[src/rtl/seq_detect_pkg.sv]
// Shared types and helpers for the serial pattern-detector controller.
package seq_detect_pkg;

  typedef enum logic [1:0] {
    IDLE = 2'd0,
    RUN  = 2'd1,
    DONE = 2'd2
  } state_t;

  // Lengths beyond the physical window are treated as the full window.
  function automatic int clamp_len(input int len, input int max_len);
    return (len > max_len) ? max_len : len;
  endfunction

endpackage

[src/rtl/seq_detect_ctrl_if.sv]
// Configuration, control and serial-stream bundle between a master and the detector controller.
interface seq_detect_ctrl_if #(
  parameter int PAT_W = 8,
  parameter int CNT_W = 8
);
  localparam int LEN_W = $clog2(PAT_W) + 1;

  logic             cfg_we;
  logic [PAT_W-1:0] cfg_pattern;
  logic [LEN_W-1:0] cfg_len;
  logic             cfg_overlap;
  logic [CNT_W-1:0] cfg_threshold;
  logic             start;
  logic             stop;
  logic             clr_irq;
  logic             in_valid;
  logic             in_bit;
  logic             in_ready;
  logic             match;
  logic [CNT_W-1:0] match_count;
  logic             irq;
  logic             busy;

  modport master (
    output cfg_we, cfg_pattern, cfg_len, cfg_overlap, cfg_threshold,
    output start, stop, clr_irq, in_valid, in_bit,
    input  in_ready, match, match_count, irq, busy
  );

  modport slave (
    input  cfg_we, cfg_pattern, cfg_len, cfg_overlap, cfg_threshold,
    input  start, stop, clr_irq, in_valid, in_bit,
    output in_ready, match, match_count, irq, busy
  );

endinterface

[src/rtl/seq_detect_ctrl_match_core.sv]
// History shift register, fill counter and window comparator for the serial detector.
module seq_match_core #(
  parameter  int PAT_W = 8,
  localparam int LEN_W = $clog2(PAT_W) + 1
) (
  input  logic             clk,
  input  logic             reset,
  input  logic             i_clr,
  input  logic             i_shift,
  input  logic             i_bit,
  input  logic [PAT_W-1:0] i_pattern,
  input  logic [LEN_W-1:0] i_len,
  input  logic             i_overlap,
  output logic             o_hit
);

  logic [PAT_W-1:0] r_history;
  logic [LEN_W-1:0] r_fill;
  logic [PAT_W-1:0] w_window;
  logic [PAT_W-1:0] w_mask;
  logic             w_len_ok;
  logic             w_fill_ok;

  assign w_window = {r_history[PAT_W-2:0], i_bit};

  // Only the low len bits of the window take part in the compare.
  genvar gi;
  generate
    for (gi = 0; gi < PAT_W; gi++) begin : g_mask
      assign w_mask[gi] = (LEN_W'(gi) < i_len);
    end
  endgenerate

  assign w_len_ok  = (i_len >= LEN_W'(2));
  assign w_fill_ok = (r_fill >= (i_len - LEN_W'(1)));
  assign o_hit     = i_shift & w_len_ok & w_fill_ok &
                     (((w_window ^ i_pattern) & w_mask) == '0);

  always_ff @(posedge clk or posedge reset) begin
    if (reset) begin
      r_history <= '0;
      r_fill    <= '0;
    end else if (i_clr) begin
      r_history <= '0;
      r_fill    <= '0;
    end else if (i_shift) begin
      r_history <= w_window;
      // Non-overlap mode forgets the matched window so none of its bits are reused.
      if (o_hit && !i_overlap)
        r_fill <= '0;
      else if (r_fill != LEN_W'(PAT_W))
        r_fill <= r_fill + 1'b1;
    end
  end

endmodule

[src/rtl/seq_detect_ctrl.sv]
// Run/stop controller around seq_match_core: config registers, match counter and sticky irq.
module seq_detect_ctrl
  import seq_detect_pkg::*;
#(
  parameter  int PAT_W = 8,
  parameter  int CNT_W = 8,
  localparam int LEN_W = $clog2(PAT_W) + 1
) (
  input logic              clk,
  input logic              reset,
  seq_detect_ctrl_if.slave bus
);

  state_t           r_state;
  state_t           w_state_next;
  logic [PAT_W-1:0] r_cfg_pattern;
  logic [LEN_W-1:0] r_cfg_len;
  logic             r_cfg_overlap;
  logic [CNT_W-1:0] r_cfg_threshold;
  logic [CNT_W-1:0] r_count;
  logic             r_irq;

  logic [LEN_W-1:0] w_len_eff;
  logic [CNT_W-1:0] w_count_inc;
  logic             w_accept;
  logic             w_hit;
  logic             w_thr_hit;
  logic             w_start_go;

  assign w_len_eff   = LEN_W'(clamp_len(int'(r_cfg_len), PAT_W));
  // stop wins over a simultaneous bit, so that bit never reaches the core.
  assign w_accept    = (r_state == RUN) & bus.in_valid & ~bus.stop;
  assign w_start_go  = bus.start & (r_state != RUN);
  assign w_count_inc = (r_count == '1) ? r_count : r_count + 1'b1;
  assign w_thr_hit   = w_hit & (r_cfg_threshold != '0) & (w_count_inc == r_cfg_threshold);

  seq_match_core #(.PAT_W(PAT_W)) u_core (
    .clk       (clk),
    .reset     (reset),
    .i_clr     (w_start_go),
    .i_shift   (w_accept),
    .i_bit     (bus.in_bit),
    .i_pattern (r_cfg_pattern),
    .i_len     (w_len_eff),
    .i_overlap (r_cfg_overlap),
    .o_hit     (w_hit)
  );

  always_ff @(posedge clk or posedge reset) begin
    if (reset) r_state <= IDLE;
    else       r_state <= w_state_next;
  end

  always_comb begin
    w_state_next = r_state;
    case (r_state)
      IDLE: if (bus.start) w_state_next = RUN;
      RUN: begin
        if (bus.stop)       w_state_next = IDLE;
        else if (w_thr_hit) w_state_next = DONE;
      end
      DONE: begin
        if (bus.start)        w_state_next = RUN;
        else if (bus.clr_irq) w_state_next = IDLE;
      end
      default: w_state_next = IDLE;
    endcase
  end

  always_comb begin
    bus.in_ready = 1'b0;
    bus.busy     = 1'b0;
    bus.match    = 1'b0;
    if (r_state == RUN) begin
      bus.in_ready = 1'b1;
      bus.busy     = 1'b1;
      bus.match    = w_hit;
    end
  end

  assign bus.match_count = r_count;
  assign bus.irq         = r_irq;

  always_ff @(posedge clk or posedge reset) begin
    if (reset) begin
      r_cfg_pattern   <= '0;
      r_cfg_len       <= '0;
      r_cfg_overlap   <= 1'b0;
      r_cfg_threshold <= '0;
      r_count         <= '0;
      r_irq           <= 1'b0;
    end else begin
      if (bus.cfg_we && r_state == IDLE) begin
        r_cfg_pattern   <= bus.cfg_pattern;
        r_cfg_len       <= bus.cfg_len;
        r_cfg_overlap   <= bus.cfg_overlap;
        r_cfg_threshold <= bus.cfg_threshold;
      end

      if (w_start_go)  r_count <= '0;
      else if (w_hit)  r_count <= w_count_inc;

      if (w_start_go)                         r_irq <= 1'b0;
      else if (w_thr_hit)                     r_irq <= 1'b1;
      else if (r_state == DONE && bus.clr_irq) r_irq <= 1'b0;
    end
  end

endmodule

[src/flat_wrapper.sv]
// flat-port wrapper written by rule: the top's interface ports become plain ports
module seq_detect_ctrl_flat import seq_detect_pkg::*;
#(
  parameter  int PAT_W = 8,
  parameter  int CNT_W = 8,
  localparam int LEN_W = $clog2(PAT_W) + 1
)
  (clk, reset, bus_cfg_we, bus_cfg_pattern, bus_cfg_len, bus_cfg_overlap, bus_cfg_threshold, bus_start, bus_stop, bus_clr_irq, bus_in_valid, bus_in_bit, bus_in_ready, bus_match, bus_match_count, bus_irq, bus_busy);
  seq_detect_ctrl_if #(.PAT_W(PAT_W), .CNT_W(CNT_W)) bus_i ();
  input logic clk;
  input logic reset;
  input wire logic [$bits(bus_i.cfg_we)-1:0] bus_cfg_we;
  input wire logic [$bits(bus_i.cfg_pattern)-1:0] bus_cfg_pattern;
  input wire logic [$bits(bus_i.cfg_len)-1:0] bus_cfg_len;
  input wire logic [$bits(bus_i.cfg_overlap)-1:0] bus_cfg_overlap;
  input wire logic [$bits(bus_i.cfg_threshold)-1:0] bus_cfg_threshold;
  input wire logic [$bits(bus_i.start)-1:0] bus_start;
  input wire logic [$bits(bus_i.stop)-1:0] bus_stop;
  input wire logic [$bits(bus_i.clr_irq)-1:0] bus_clr_irq;
  input wire logic [$bits(bus_i.in_valid)-1:0] bus_in_valid;
  input wire logic [$bits(bus_i.in_bit)-1:0] bus_in_bit;
  output wire logic [$bits(bus_i.in_ready)-1:0] bus_in_ready;
  output wire logic [$bits(bus_i.match)-1:0] bus_match;
  output wire logic [$bits(bus_i.match_count)-1:0] bus_match_count;
  output wire logic [$bits(bus_i.irq)-1:0] bus_irq;
  output wire logic [$bits(bus_i.busy)-1:0] bus_busy;
  assign bus_i.cfg_we = bus_cfg_we;
  assign bus_i.cfg_pattern = bus_cfg_pattern;
  assign bus_i.cfg_len = bus_cfg_len;
  assign bus_i.cfg_overlap = bus_cfg_overlap;
  assign bus_i.cfg_threshold = bus_cfg_threshold;
  assign bus_i.start = bus_start;
  assign bus_i.stop = bus_stop;
  assign bus_i.clr_irq = bus_clr_irq;
  assign bus_i.in_valid = bus_in_valid;
  assign bus_i.in_bit = bus_in_bit;
  assign bus_in_ready = bus_i.in_ready;
  assign bus_match = bus_i.match;
  assign bus_match_count = bus_i.match_count;
  assign bus_irq = bus_i.irq;
  assign bus_busy = bus_i.busy;
  seq_detect_ctrl #(.PAT_W(PAT_W), .CNT_W(CNT_W)) u_core (.clk(clk), .reset(reset), .bus(bus_i));
endmodule
[config.mk]
export PLATFORM = sky130hd
export DESIGN_NAME = seq_detect_ctrl_flat
export DESIGN_NICKNAME = d
export VERILOG_FILES = /design/src/rtl/seq_detect_pkg.sv /design/src/rtl/seq_detect_ctrl_if.sv /design/src/rtl/seq_detect_ctrl_match_core.sv /design/src/rtl/seq_detect_ctrl.sv /design/src/flat_wrapper.sv
export SDC_FILE = /design/constraint.sdc
export NUM_CORES = 1
export LEC_CHECK = 0
export ABC_AREA = 1
export CAP_MARGIN = 15
export CORE_MARGIN = 4
export CORE_UTILIZATION = 60
export CTS_BUF_LIST = sky130_fd_sc_hd__clkbuf_4
export CTS_CLUSTER_SIZE = 10
export DETAILED_ROUTE_END_ITERATION = 10
export DONT_BUFFER_PORTS = 1
export GPL_TIMING_DRIVEN = 0
export PLACE_DENSITY = 0.74
export SKIP_CTS_REPAIR_TIMING = 1
export SYNTH_ARGS = -nofsm -noshare
export SYNTH_HDL_FRONTEND = slang
export SYNTH_SLANG_ARGS = --single-unit
[constraint.sdc]
create_clock -name clk -period 2.8 [get_ports clk]
set_clock_uncertainty 0.2 [all_clocks]
set_input_delay 0.28 -clock clk [delete_from_list [all_inputs] [get_ports clk]]
set_output_delay 0.28 -clock clk [all_outputs]
set_load 0.02 [all_outputs]
### Word level (Yosys, flattened, before mapping)

Index checks and enable logic that the tools add are counted.

| word-level totals | value |
|---|---|
| word-level logic and storage cells | 77 |
| register bits | 43 |

| cells by class | value |
|---|---|
| magnitude comparators | 11 |
| multiplexer cells | 21 |
| equality and inequality tests | 9 |
| add/sub/neg operators | 3 |
| bitwise logic cells | 11 |
| reduce and logical (&&, ||, !) cells | 13 |

Operators with widths:

| kind | count |
|---|---|
| $mux W8 | 3 |
| $mux W4 | 5 |
| $lt A3 B4 Y1 const A | 4 |
| $mux W7 | 2 |
| $mux W2 | 5 |
| $add A8 B1 Y8 const B | 1 |
| $and A1 B1 Y1 | 8 |
| $and A8 B8 Y8 | 1 |
| $eq A8 B8 Y1 | 1 |
| $eq A8 B8 Y1 const B | 1 |
| $logic_not A8 Y1 | 1 |
| $lt A1 B4 Y1 const A | 2 |
| $lt A2 B4 Y1 const A | 2 |
| $reduce_bool A8 Y1 | 1 |
| $xor A8 B8 Y8 | 1 |
| $pmux W2 S3 | 1 |
| $reduce_bool A3 Y1 | 2 |
| $mux W1 | 5 |
| $add A4 B1 Y4 const B | 1 |
| $ge A4 B2 Y1 const B | 1 |
| $ge A4 B4 Y1 | 1 |
| $gt A4 B4 Y1 const B | 1 |
| $ne A4 B4 Y1 const B | 1 |
| $reduce_bool A2 Y1 | 2 |
| other kinds (13) | 15 |

### Logic depth before layout (Yosys ltp)

Gate-level depths: netlist of run 1.

| logic depth | value |
|---|---|
| word-level depth | 11 |
| depth in mapped cells | 18 |
| mapped depth without buffers | 18 |

### By module

A second synthesis of run 1 with hierarchy kept.

| unflattened totals | value |
|---|---|
| cell total of the unflattened synthesis | 362 |
| area, all modules | 2756.4 µm² |

Modules (own cells, without submodules):

| module | area an instance (µm²) | cells each | instances |
|---|---|---|---|
| seq_detect_ctrl | 1707.9 | 217 | 1 |
| seq_match_core | 1048.5 | 145 | 1 |

### Worst setup path before layout of run 1

No wires, ideal clock.

| path | value |
|---|---|
| path kind | reg2reg |
| start | reg u_core.r_cfg_len[3] |
| end | reg u_core.r_state[0] |
| setup slack | 0.228 ns |
| stages on the path, launching flop included | 19 |
| arrival | 2.256 ns |
| library setup time | 0.116 ns |
| required time | 2.484 ns |
| cell sequence | dfrtp_1 -> inv_1 -> a21oi_1 -> nor2_1 -> inv_1 -> ha_1 -> xor2_1 -> ha_1 -> nand2_1 -> inv_1 -> nand3_1 -> nand3_1 -> nand2_1 -> inv_1 -> nand3_4 -> nor2_1 -> nand3_1 -> nand2_1 -> nand2_1 |

| on the way | value |
|---|---|
| word-level cells in the longest chain between the ends | 10 |
| elaborated cells on any way between the ends | 22 |

RTL lines:

| what | RTL line | text |
|---|---|---|
| from (decl) | seq_detect_ctrl.sv:17 | `logic [LEN_W-1:0] r_cfg_len;` |
| from (signal assigned) | seq_detect_ctrl.sv:95 | `r_cfg_len <= bus.cfg_len;` |
| $gt A4 B4 Y1 | seq_detect_pkg.sv:12 | `return (len > max_len) ? max_len : len;` |
| $mux W4 (*) | seq_detect_pkg.sv:12 |  |
| $sub A4 B1 Y4, or another cell as far along | seq_detect_ctrl_match_core.sv:35 | `assign w_fill_ok = (r_fill >= (i_len - LEN_W'(1)));` |
| $ge A4 B4 Y1, or another cell as far along | seq_detect_ctrl_match_core.sv:35 |  |
| $and A1 B1 Y1 or $logic_not A8 Y1 (tied branches) | seq_detect_ctrl_match_core.sv:36, seq_detect_ctrl_match_core.sv:37 |  |
| $and A1 B1 Y1 (*) | seq_detect_ctrl_match_core.sv:36 | `assign o_hit = i_shift & w_len_ok & w_fill_ok &` |
| $and A1 B1 Y1 (*) (2 in a row) | seq_detect_ctrl.sv:35 | `assign w_thr_hit = w_hit & (r_cfg_threshold != '0) & (w_count_inc == r_cfg_threshold);` |
| $ne A3 B2 Y1 (no line) (*) | - |  |
| $reduce_and A3 Y1 (no line) (*) | - |  |
| to (signal assigned) | seq_detect_ctrl.sv:51 | `else r_state <= w_state_next;` |
| to (decl) | seq_detect_ctrl.sv:14 | `state_t r_state;` |

Every way passes the cells marked *; elsewhere a longest branch is shown, timed or not.
A chain may end at the register's enable or synchronous reset.

### Final worst setup path of run 1

| path | value |
|---|---|
| start | reg u_core.r_cfg_len[2] |
| end | reg u_core.r_state[0] |

Same word-level chain as after synthesis.

==> out/metrics.cfg, run 1 <==
[setup_path]
crit_buf_inv=4
crit_path_cell_trace=nor2_2 -> a21oi_2 -> nor2_2 -> inv_2 -> ha_4 -> xor2_1 -> ha_1 -> nand2_1 -> inv_2 -> nand2_2 -> nand3_2 -> buf_4 -> nand2_2 -> inv_2 -> nand3_4 -> nor2_4 -> nand3_4 -> nand2_1 -> nand2_1
cp.required_ns=2.84
cp-start-kind=register
reg2reg_from=u_core.r_cfg_len[2]
end_kind=register
setup.worst_path.start=u_core.r_cfg_len[2]
path_class=register to register
crit_slowest_cell=dfrtp_2
crit_arrival_ns=3.03
crit_family=simple AND/OR/NAND/NOR gates
crit_path_max_fanout=6
max_stage_delay_ns=0.47

[detailed_routing]
vias_per_cell=5.607
wl_per_cell_um=15.56
drtIter0Drc=181
routed_wl_um=6458
final_antenna_net_count=0
dr.pass1.iters=4
num_vias=2327
drc_errors=0

[hold_path]
min_path_type=input pin to register
min_from=bus_in_valid

[power_and_ir_drop]
switchingPower_mw=0.6497
p_int_mw=1.070
comb_power_share_pct=36.5
powerDensity_nw_per_um2=540.8
power.share.switching_pct=37.77
power_leakage_nw=1.524
power_frac_clock_pct=18.4
p_seq_share_pct=45.0
total_power_mw=1.720
irDropWorstVdd_v=0.0003757

[floorplanning]
die_h_um=74.38
die_area_um2=5532
fp-row-count=23
chipWidth_um=74.38
core_um2=4144
initial_utilization_pct=63.80
ios=41

[finish]
n_antenna_cell=0
drive_gt1_share_pct=19.18
seq_area_um2=1079
num-nets-final=404
area_growth_pct=20.30
final.fill_count=304
stdcell_count=415
multi_input_area_um2=1459

[clocking]
cts_buffers=5
cts_tree=done
htree_levels=2
ctsLongestPathBuffers=2
clk_pin_slew_worst_paths_ns=0.15
numClockSinks=43
insertion_delay_ns=0.37
cts-root-buf=clkbuf_4

[sta]
hold_violations=0
worst_slew_pin_slew_ns=0.8952
period_needed_ns=2.985
setup_violations=16
fin_ws_ns=-0.1854
timing.final.crit_share_pct=106.6
rsz0062_at_grt=true
drv_slew=0
slew_headroom_pct=40.23
max_freq_mhz=335.0

[synth]
synthAdderAreaFrac_pct=5.206
async_flop_share_pct=100.0
synth_nets=366
synth.most_common_cell=nand2_1
synth.area.mux_share_pct=3.833
ys_seq_area_share_pct=40.70
synth_area_leaders=dfrtp_1 (41%), nand2_1 (8.9%), nand3_1 (7.4%), inv_1 (6.5%), ha_1 (5.2%)
synth_cell_type_count=31
yosys.area.top_type_share_pct=40.70
synthSimpleGateAreaFrac_pct=27.45
synth_xor_area_share_pct=4.307
yosys.area.top_type=dfrtp_1
synth_seq_cells=43
syn_avg_cell_area_um2=8.110
ys_top_cells_by_count=nand2_1 (63), inv_1 (46), dfrtp_1 (43)
synth_edf_count=0
synth_top_family_by_area=simple AND/OR/NAND/NOR gates
synth_compound_gate_area_share_pct=10.27
syn_area_um2=2644
synth-main-ff-cell=dfrtp_1
synth_warnings=0
synthCells=326

[placement]
place_congestion=0.8812
hpwl_um=4323
port_buffers=0
dp.cells=376

[outcome]
outcome=finished with violations
violations=negative setup slack

[grt]
grt_max_degree=44
grt_pass1_vias=2170
grt-ovfl-total=0
grt_pass1_wl_um=9549
antenna_found_initial=0
grt.total_usage_pct=22.55

[job]
drv_cap=0

## layer usage
| layer | up-vias | wire length (um) | GRT usage (%) |
|---|---|---|---|
| li1 | 1135 | - | - |
| met1 | 1089 | 2530 | 27.75 |
| met2 | 91 | 3370 | 39.32 |
| met3 | 12 | 410 | 3.784 |
| met4 | 0 | 146 | 8.893 |
| met5 | - | 0 | 0 |
## sequential cells by signal (all words and copies together), names as in the netlist
register / flops
u_core.bus.match_count: 8
u_core.r_cfg_len: 4
u_core.u_core.r_fill: 4
u_core.r_cfg_threshold: 8
u_core.r_cfg_overlap: 1
u_core.u_core.r_history: 7
u_core.r_state: 2
u_core.r_cfg_pattern: 8
u_core.bus.irq: 1
## cell usage in the layout (no fill, tap or decap), types with 2 or more instances in the layout
cell type and count:
o21ai_0 8, nor2_1 26, xor2_1 11, dfrtp_1 41
nor2_4 4, o21ai_2 2, nor2_2 5, nand3_1 36
o31ai_2 3, buf_4 5, o21bai_1 3, inv_2 7
nand2_1 60, mux2_2 9, o31ai_1 5, buf_2 3
a21oi_1 16, dfrtp_2 2, xnor2_1 2, ha_1 8
nor3_1 3, ha_4 3, nand2_2 6, nand4_1 7
a21oi_2 2, clkbuf_4 6, nand3_2 2, inv_1 41
dlygate4sd3_1 26, nand3_4 2
## through the flow
step	hold slack (ns)	util (%)	TNS (ns)	area, um2	setup WS, ns
floorplan	0.1966	-	0	2644	0.2278
global placement	0.2177	65.31	-1.521	2706	-0.1657
detailed placement	0.1988	65.31	-2.945	2706	-0.2436
CTS	-0.2068	66.70	-4.157	2764	-0.4637
global route	0.04341	76.75	-3.738	3181	-0.3101
finish	0.06288	76.75	-1.425	3181	-0.1854
## cell families (layout without fill, tap and decap cells)
family,count (synthesis),count (layout)
fa+ha+maj,11,11
xor+xnor,13,13
flops,43,43
buf+inv,54,93
compound gates,42,42
mux,9,9
simple gates,154,154
## power by group through the flow
stage	logic [mW]	clock network, mW	registers, mW
after floorplan	0.394	0	0.760
after global routing	0.697	0.353	0.786
after global placement	0.467	0	0.775
after detailed placement	0.485	0	0.779
after CTS	0.487	0.318	0.767
final	0.628	0.317	0.775
## final timing paths
check	to	slack [ns]	cells after the start
worst max-delay path	u_core.r_state[0]	-0.19	19
worst min-delay path	u_core.u_core.r_history[6]	0.06	2
worst max register to register	u_core.r_state[0]	-0.19	19
worst min register to register	u_core.u_core.r_history[6]	0.34	2
max in group asynchronous	u_core.r_cfg_len[3]	1.44	2
min in group asynchronous	u_core.r_cfg_len[2]	0.35	2
## cell type report
| cell class | count | area share, % |
|---|---|---|
| buffer | 6 | 1.298 |
| clock buffer | 6 | 1.416 |
| clock inverter | 2 | 0.3934 |
| inverter | 48 | 5.665 |
| multi-input combinational | 229 | 45.87 |
| sequential | 43 | 33.91 |
| tap | 50 | 1.967 |
| timing repair buffer | 31 | 9.481 |
Note: power is estimated with default switching activity, not from simulation.
==> run 2: changes to the inputs <==
--- a/config.mk
+++ b/config.mk
@@ -5,7 +5,6 @@
 export SDC_FILE = /design/constraint.sdc
 export NUM_CORES = 1
 export LEC_CHECK = 0
-export ABC_AREA = 1
 export CAP_MARGIN = 15
 export CORE_MARGIN = 4
 export CORE_UTILIZATION = 60
==> run 2 against run 1 <==
  * The flow finishes with violations (negative hold slack, negative setup slack)
  * Cell count down 19%
  * Clock power is 23% higher
  * Sequential power rose by 6.2%
  * Critical endpoint is now bus_match
  * Largest power group unchanged
==> out/metrics.cfg, run 2 <==
[placement]
dp.cells=294
place_congestion=0.7896
port_buffers=0
hpwl_um=3667
placed_area_um2=2551
place_ws_ns=-0.07844

[floorplanning]
die_h_um=72.40
ios=41
core_um2=4000
chipWidth_um=72.40
die_area_um2=5242
initial_utilization_pct=62.21
fp-row-count=23

[outcome]
violations=negative hold slack, negative setup slack
outcome=finished with violations

[finish]
seq_area_um2=1076
final_cell_mix=dfrtp_1 (43), dlygate4sd3_1 (27), nand2_1 (26)
stdcell_count=335
n_antenna_cell=0
num-nets-final=325
final.fill_count=277
drive_gt1_share_pct=20.35
post-route-cell-area_um2=3003
multi_input_area_um2=1363
layout_commonest_cell=dfrtp_1
area_growth_pct=20.66

[detailed_routing]
drtIter0Drc=60
final_antenna_net_count=0
dr.pass1.iters=4
routed_wl_um=5689
wl_per_cell_um=16.98
drc_errors=0
vias_per_cell=5.797
num_vias=1942

[setup_path]
cp-start-kind=register
r2r_cells=11
crit_path_max_fanout=5
crit_arrival_ns=2.39
cp.required_ns=2.32
end_kind=output pin
path_class=register to output pin

[synth]
synth_warnings=0
synth_seq_cells=43
syn_avg_cell_area_um2=10.20
synth-main-ff-cell=dfrtp_1
synth_cell_type_count=48
async_flop_share_pct=100.0
synth_area_leaders=dfrtp_1 (43%), mux2_2 (9.0%), xnor2_1 (5.6%), ha_1 (5.5%), a21oi_1 (5.2%)
synth_edf_count=0
synthCells=244
yosys.area.top_type=dfrtp_1
ys_top_cells_by_count=dfrtp_1 (43), a21oi_1 (26), nand2_1 (26)
syn_area_um2=2489
yosys.area.top_type_share_pct=43.24
synth.most_common_cell=dfrtp_1
synth_nets=284
ys_seq_area_share_pct=43.24

[grt]
grt_pass1_wl_um=8397
grt_pass1_vias=1754
grt-ovfl-total=0
grt.total_usage_pct=20.61
grt_max_degree=44
antenna_found_initial=0

[clocking]
clk_pin_slew_worst_paths_ns=0.13
insertion_delay_ns=0.36
cts_tree=done
ctsLongestPathBuffers=2
cts-root-buf=clkbuf_4
htree_levels=2
numClockSinks=43
cts_buffers=5

[sta]
fin_ws_ns=-0.07498
period_needed_ns=2.875
slew_headroom_pct=41.65
drv_slew=0
setup_violations=1
rsz0062_at_grt=true
hold_ws_ns=-0.004682
hold_violations=1
worst_slew_pin_slew_ns=0.8740
max_freq_mhz=347.8
timing.final.crit_share_pct=102.7

[power_and_ir_drop]
power_leakage_nw=1.322
irDropWorstVdd_v=0.0004219
powerDensity_nw_per_um2=599.9

[hold_path]
hold-path-cell-count=2
min_path_type=input pin to register

[job]
drv_cap=0

-- run 2: changes by cell type after synthesis, sizes merged, moves of 8 or more --
cell	change
mux2	+11
o31ai	-8
o21ai	-8
nand2	-39
nand3	-34
a21oi	+8
xnor2	+14
nor2	-27
inv	-37
-- run 2: critical path, stage by stage (launching register included) --
cell	delay, ns
dfrtp_1	0.40
buf_6	0.13
nand2b_4	0.16
ha_4	0.25
ha_4	0.26
a21o_1	0.13
a21o_1	0.13
a21oi_2	0.07
nor4b_4	0.31
buf_6	0.20
-- run 2: where the power goes --
| part | switching, mW | internal (mW) | total (mW) |
|---|---|---|---|
| sequential | 0.110 | 0.713 | 0.823 |
| combinational | 0.272 | 0.316 | 0.588 |
| clock | 0.207 | 0.183 | 0.390 |
-- run 2: cell families after synthesis --
kind of cell / share of synthesized area, %
multiplexers: 11.87
AND/OR/NAND/NOR: 17.24
XOR/XNOR: 7.390
adder cells (fa/ha/maj): 5.530
flip-flops: 43.24
buffers and inverters: 4.122
AO/OA/AOI/OAI: 10.61
-- run 2: per-layer routing --
metal	GRT usage (%)	part of all wire [%]
met2	29.63	49
met4	6.762	0.74
met5	0	0
met3	8.449	5.6
met1	28.35	45
-- run 2: cell type report --
| type | instances | area share [%] |
|---|---|---|
| Sequential cell | 43 | 35.83 |
| Buffer | 11 | 2.167 |
| Clock buffer | 5 | 1.250 |
| Timing Repair Buffer | 34 | 10.67 |
| Inverter | 11 | 1.375 |
| Clock inverter | 2 | 1.250 |
| Multi-Input combinational cell | 179 | 45.38 |
| Tap cell | 50 | 2.083 |
-- run 2: worst paths after layout --
path | startpoint | endpoint | slack [ns]
setup / recovery | u_core.r_cfg_len[3] | bus_match | -0.07
hold / removal | bus_start | u_core.bus.match_count[6] | -0.005
setup reg to reg | u_core.r_cfg_len[3] | u_core.r_state[0] | 0.07
hold reg to reg | u_core.r_cfg_pattern[2] | u_core.r_cfg_pattern[2] | 0.35
max in group asynchronous | reset | u_core.r_cfg_len[2] | 1.50
min in group asynchronous | reset | u_core.bus.match_count[0] | 0.35
-- run 2: stage by stage --
stage / power (mW) / hold WS, ns / setup TNS, ns / util [%]
2_1_floorplan: 1.196 / 0.1968 / 0 / -
3_3_place_gp: 1.278 / 0.1998 / -0.3039 / 63.78
3_5_place_dp: 1.307 / 0.1981 / -0.5506 / 63.78
4_1_cts: 1.691 / -0.1973 / -1.199 / 65.66
5_1_grt: 1.911 / -0.003791 / -0.1415 / 75.07
6_report: 1.801 / -0.004682 / -0.07498 / 75.07
==> run 3: changes to the inputs <==
--- a/config.mk
+++ b/config.mk
@@ -14,6 +14,7 @@
 export DONT_BUFFER_PORTS = 1
 export GPL_TIMING_DRIVEN = 0
 export PLACE_DENSITY = 0.74
+export RECOVER_POWER = 100
 export SKIP_CTS_REPAIR_TIMING = 1
 export SYNTH_ARGS = -nofsm -noshare
 export SYNTH_HDL_FRONTEND = slang
==> constraint.sdc (replaced) <==
create_clock -name clk -period 2.7 [get_ports clk]
set_clock_uncertainty 0.2 [all_clocks]
set_input_delay 0.27 -clock clk [delete_from_list [all_inputs] [get_ports clk]]
set_output_delay 0.27 -clock clk [all_outputs]
set_load 0.02 [all_outputs]
==> run 3 against run 2 <==
  * The run ends with negative setup slack left
  * Sequential power grew 3.6%
  * Global-route usage stayed put
  * Worst setup slack lost 0.11 ns
  * Sequential share of layout area fell by 0.32 points
  * First-iteration DRC count is 55% higher
  * Register-to-register slack worse by 0.05 ns
  * Critical endpoint unchanged
  * Largest cell class unchanged
  * Highest routed layer unchanged
==> out/metrics.cfg, run 3 (same netlist as run 2, synthesis figures left out) <==
[outcome]
outcome=finished with violations
violations=negative setup slack

[power_and_ir_drop]
switchingPower_mw=0.6229
powerDensity_nw_per_um2=620.9
total_power_mw=1.885
p_seq_share_pct=45.3
comb_power_share_pct=33.0
p_int_mw=1.262
power_leakage_nw=1.336
irDropWorstVdd_v=0.0004441
power_frac_clock_pct=21.7
power.share.switching_pct=33.04

[hold_path]
min_from=bus_start
min_path_type=input pin to register
holdPathEnd=u_core.bus.match_count[0]
hold-path-cell-count=3

[floorplanning]
core_um2=4000
initial_utilization_pct=62.21
fp-row-count=23
ios=41
die_area_um2=5242
chipWidth_um=72.40
die_h_um=72.40

[setup_path]
crit_path_max_fanout=5
reg2reg_slack_ns=0.02
crit_slowest_cell=dfrtp_1
max_stage_delay_ns=0.40
crit_arrival_ns=2.42
r2r_cells=11
crit_buf_inv=2
crit_path_cell_trace=buf_6 -> nand2b_4 -> ha_4 -> ha_4 -> a21o_1 -> a21o_1 -> a21oi_2 -> nor4b_4 -> buf_6
crit_family=adder cells
reg2reg_from=u_core.r_cfg_len[3]
path_class=register to output pin
cp.required_ns=2.23
cp-start-kind=register
r2r_end=u_core.r_state[0]
end_kind=output pin

[detailed_routing]
drc_errors=0
dr.pass1.iters=4
drtIter0Drc=93
routed_wl_um=5819
final_antenna_net_count=0
vias_per_cell=5.896
wl_per_cell_um=17.32
num_vias=1981

[placement]
place_congestion=0.7896
placed_area_um2=2551
hpwl_um=3667
port_buffers=0
place_ws_ns=-0.1784

[finish]
n_antenna_cell=0
drive_gt1_share_pct=21.68
layout_commonest_cell=dfrtp_1
area_growth_pct=22.02
post-route-cell-area_um2=3037
num-nets-final=326
final.fill_count=264
final_cell_mix=dfrtp_1 (41), dlygate4sd3_1 (28), nand2_1 (26)

[clocking]
cts_tree=done
clk_pin_slew_worst_paths_ns=0.14
ctsLongestPathBuffers=2
numClockSinks=43
cts_buffers=5
htree_levels=2
insertion_delay_ns=0.37
cts-root-buf=clkbuf_4

[grt]
grt-ovfl-total=0
grt_max_degree=44
grt_pass1_vias=1754
antenna_found_initial=0
grt_pass1_wl_um=8397
grt.total_usage_pct=20.61

[sta]
rsz0062_at_grt=true
hold_violations=0
period_needed_ns=2.887
drv_slew=0
slew_headroom_pct=41.96
worst_slew_pin_slew_ns=0.8693
setup_total_negative_slack_ns=-0.1866
fin_ws_ns=-0.1866
max_freq_mhz=346.4
timing.final.crit_share_pct=106.9
hold_ws_ns=0.05051
setup_violations=1

[job]
drv_cap=0

==> run 3: layer usage <==
layer  vias to the layer above  track usage (%)  routed length [um]  part of all wire, %
li1                        933                -                   -                    -
met1                       977            28.35                2539                   44
met2                        61            29.63                2833                   49
met3                        10            8.449                 363                  6.2
met4                         0            6.762                  82                  1.4
met5                         -                0                   0                    0
==> run 3: worst min-delay path, stage by stage <==
cell and delay [ns]:
nand2_1 0.15, nand2_1 0.12, mux2i_1 0.06
==> run 3: stage by stage <==
step | utilization (%) | cells
CTS | 65.66 | 301
global placement | 63.78 | 294
global route | 75.91 | 336
detailed placement | 63.78 | 294
finish | 75.91 | 336
floorplan | - | 244
==> run 3: how the worst max path moves through the flow <==
stage                                   start                   endpoint  slack, ns  cells past startpoint
after floorplan           u_core.r_cfg_len[3]  u_core.bus.match_count[7]       0.08                     11
after global placement    u_core.r_cfg_len[3]    u_core.u_core.r_fill[3]      -0.16                     11
after detailed placement  u_core.r_cfg_len[3]    u_core.u_core.r_fill[0]      -0.18                     11
after CTS                 u_core.r_cfg_len[3]                  bus_match      -0.47                      9
after global routing      u_core.r_cfg_len[3]                  bus_match      -0.23                      9
final                     u_core.r_cfg_len[3]                  bus_match      -0.19                      9
==> run 3: final cells by class <==
cell class / count / area, um2 / area share [%]
Multi-Input combinational cell: 179 / 1384 / 45.57
Clock buffer: 5 / 37.54 / 1.236
Clock inverter: 2 / 37.54 / 1.236
Inverter: 11 / 41.29 / 1.360
Buffer: 11 / 65.06 / 2.143
Tap cell: 50 / 62.56 / 2.060
Sequential cell: 43 / 1079 / 35.52
Timing Repair Buffer: 35 / 330.3 / 10.88
==> run 3: power groups by stage <==
stage          Sequential, mW  Clock (mW)  Combinational, mW
3_3_place_gp            0.851           0              0.474
4_1_cts                 0.842       0.408              0.502
3_5_place_dp            0.857           0              0.499
5_1_grt                 0.868       0.443              0.684
6_report                0.853       0.409              0.623
2_1_floorplan           0.825           0              0.416
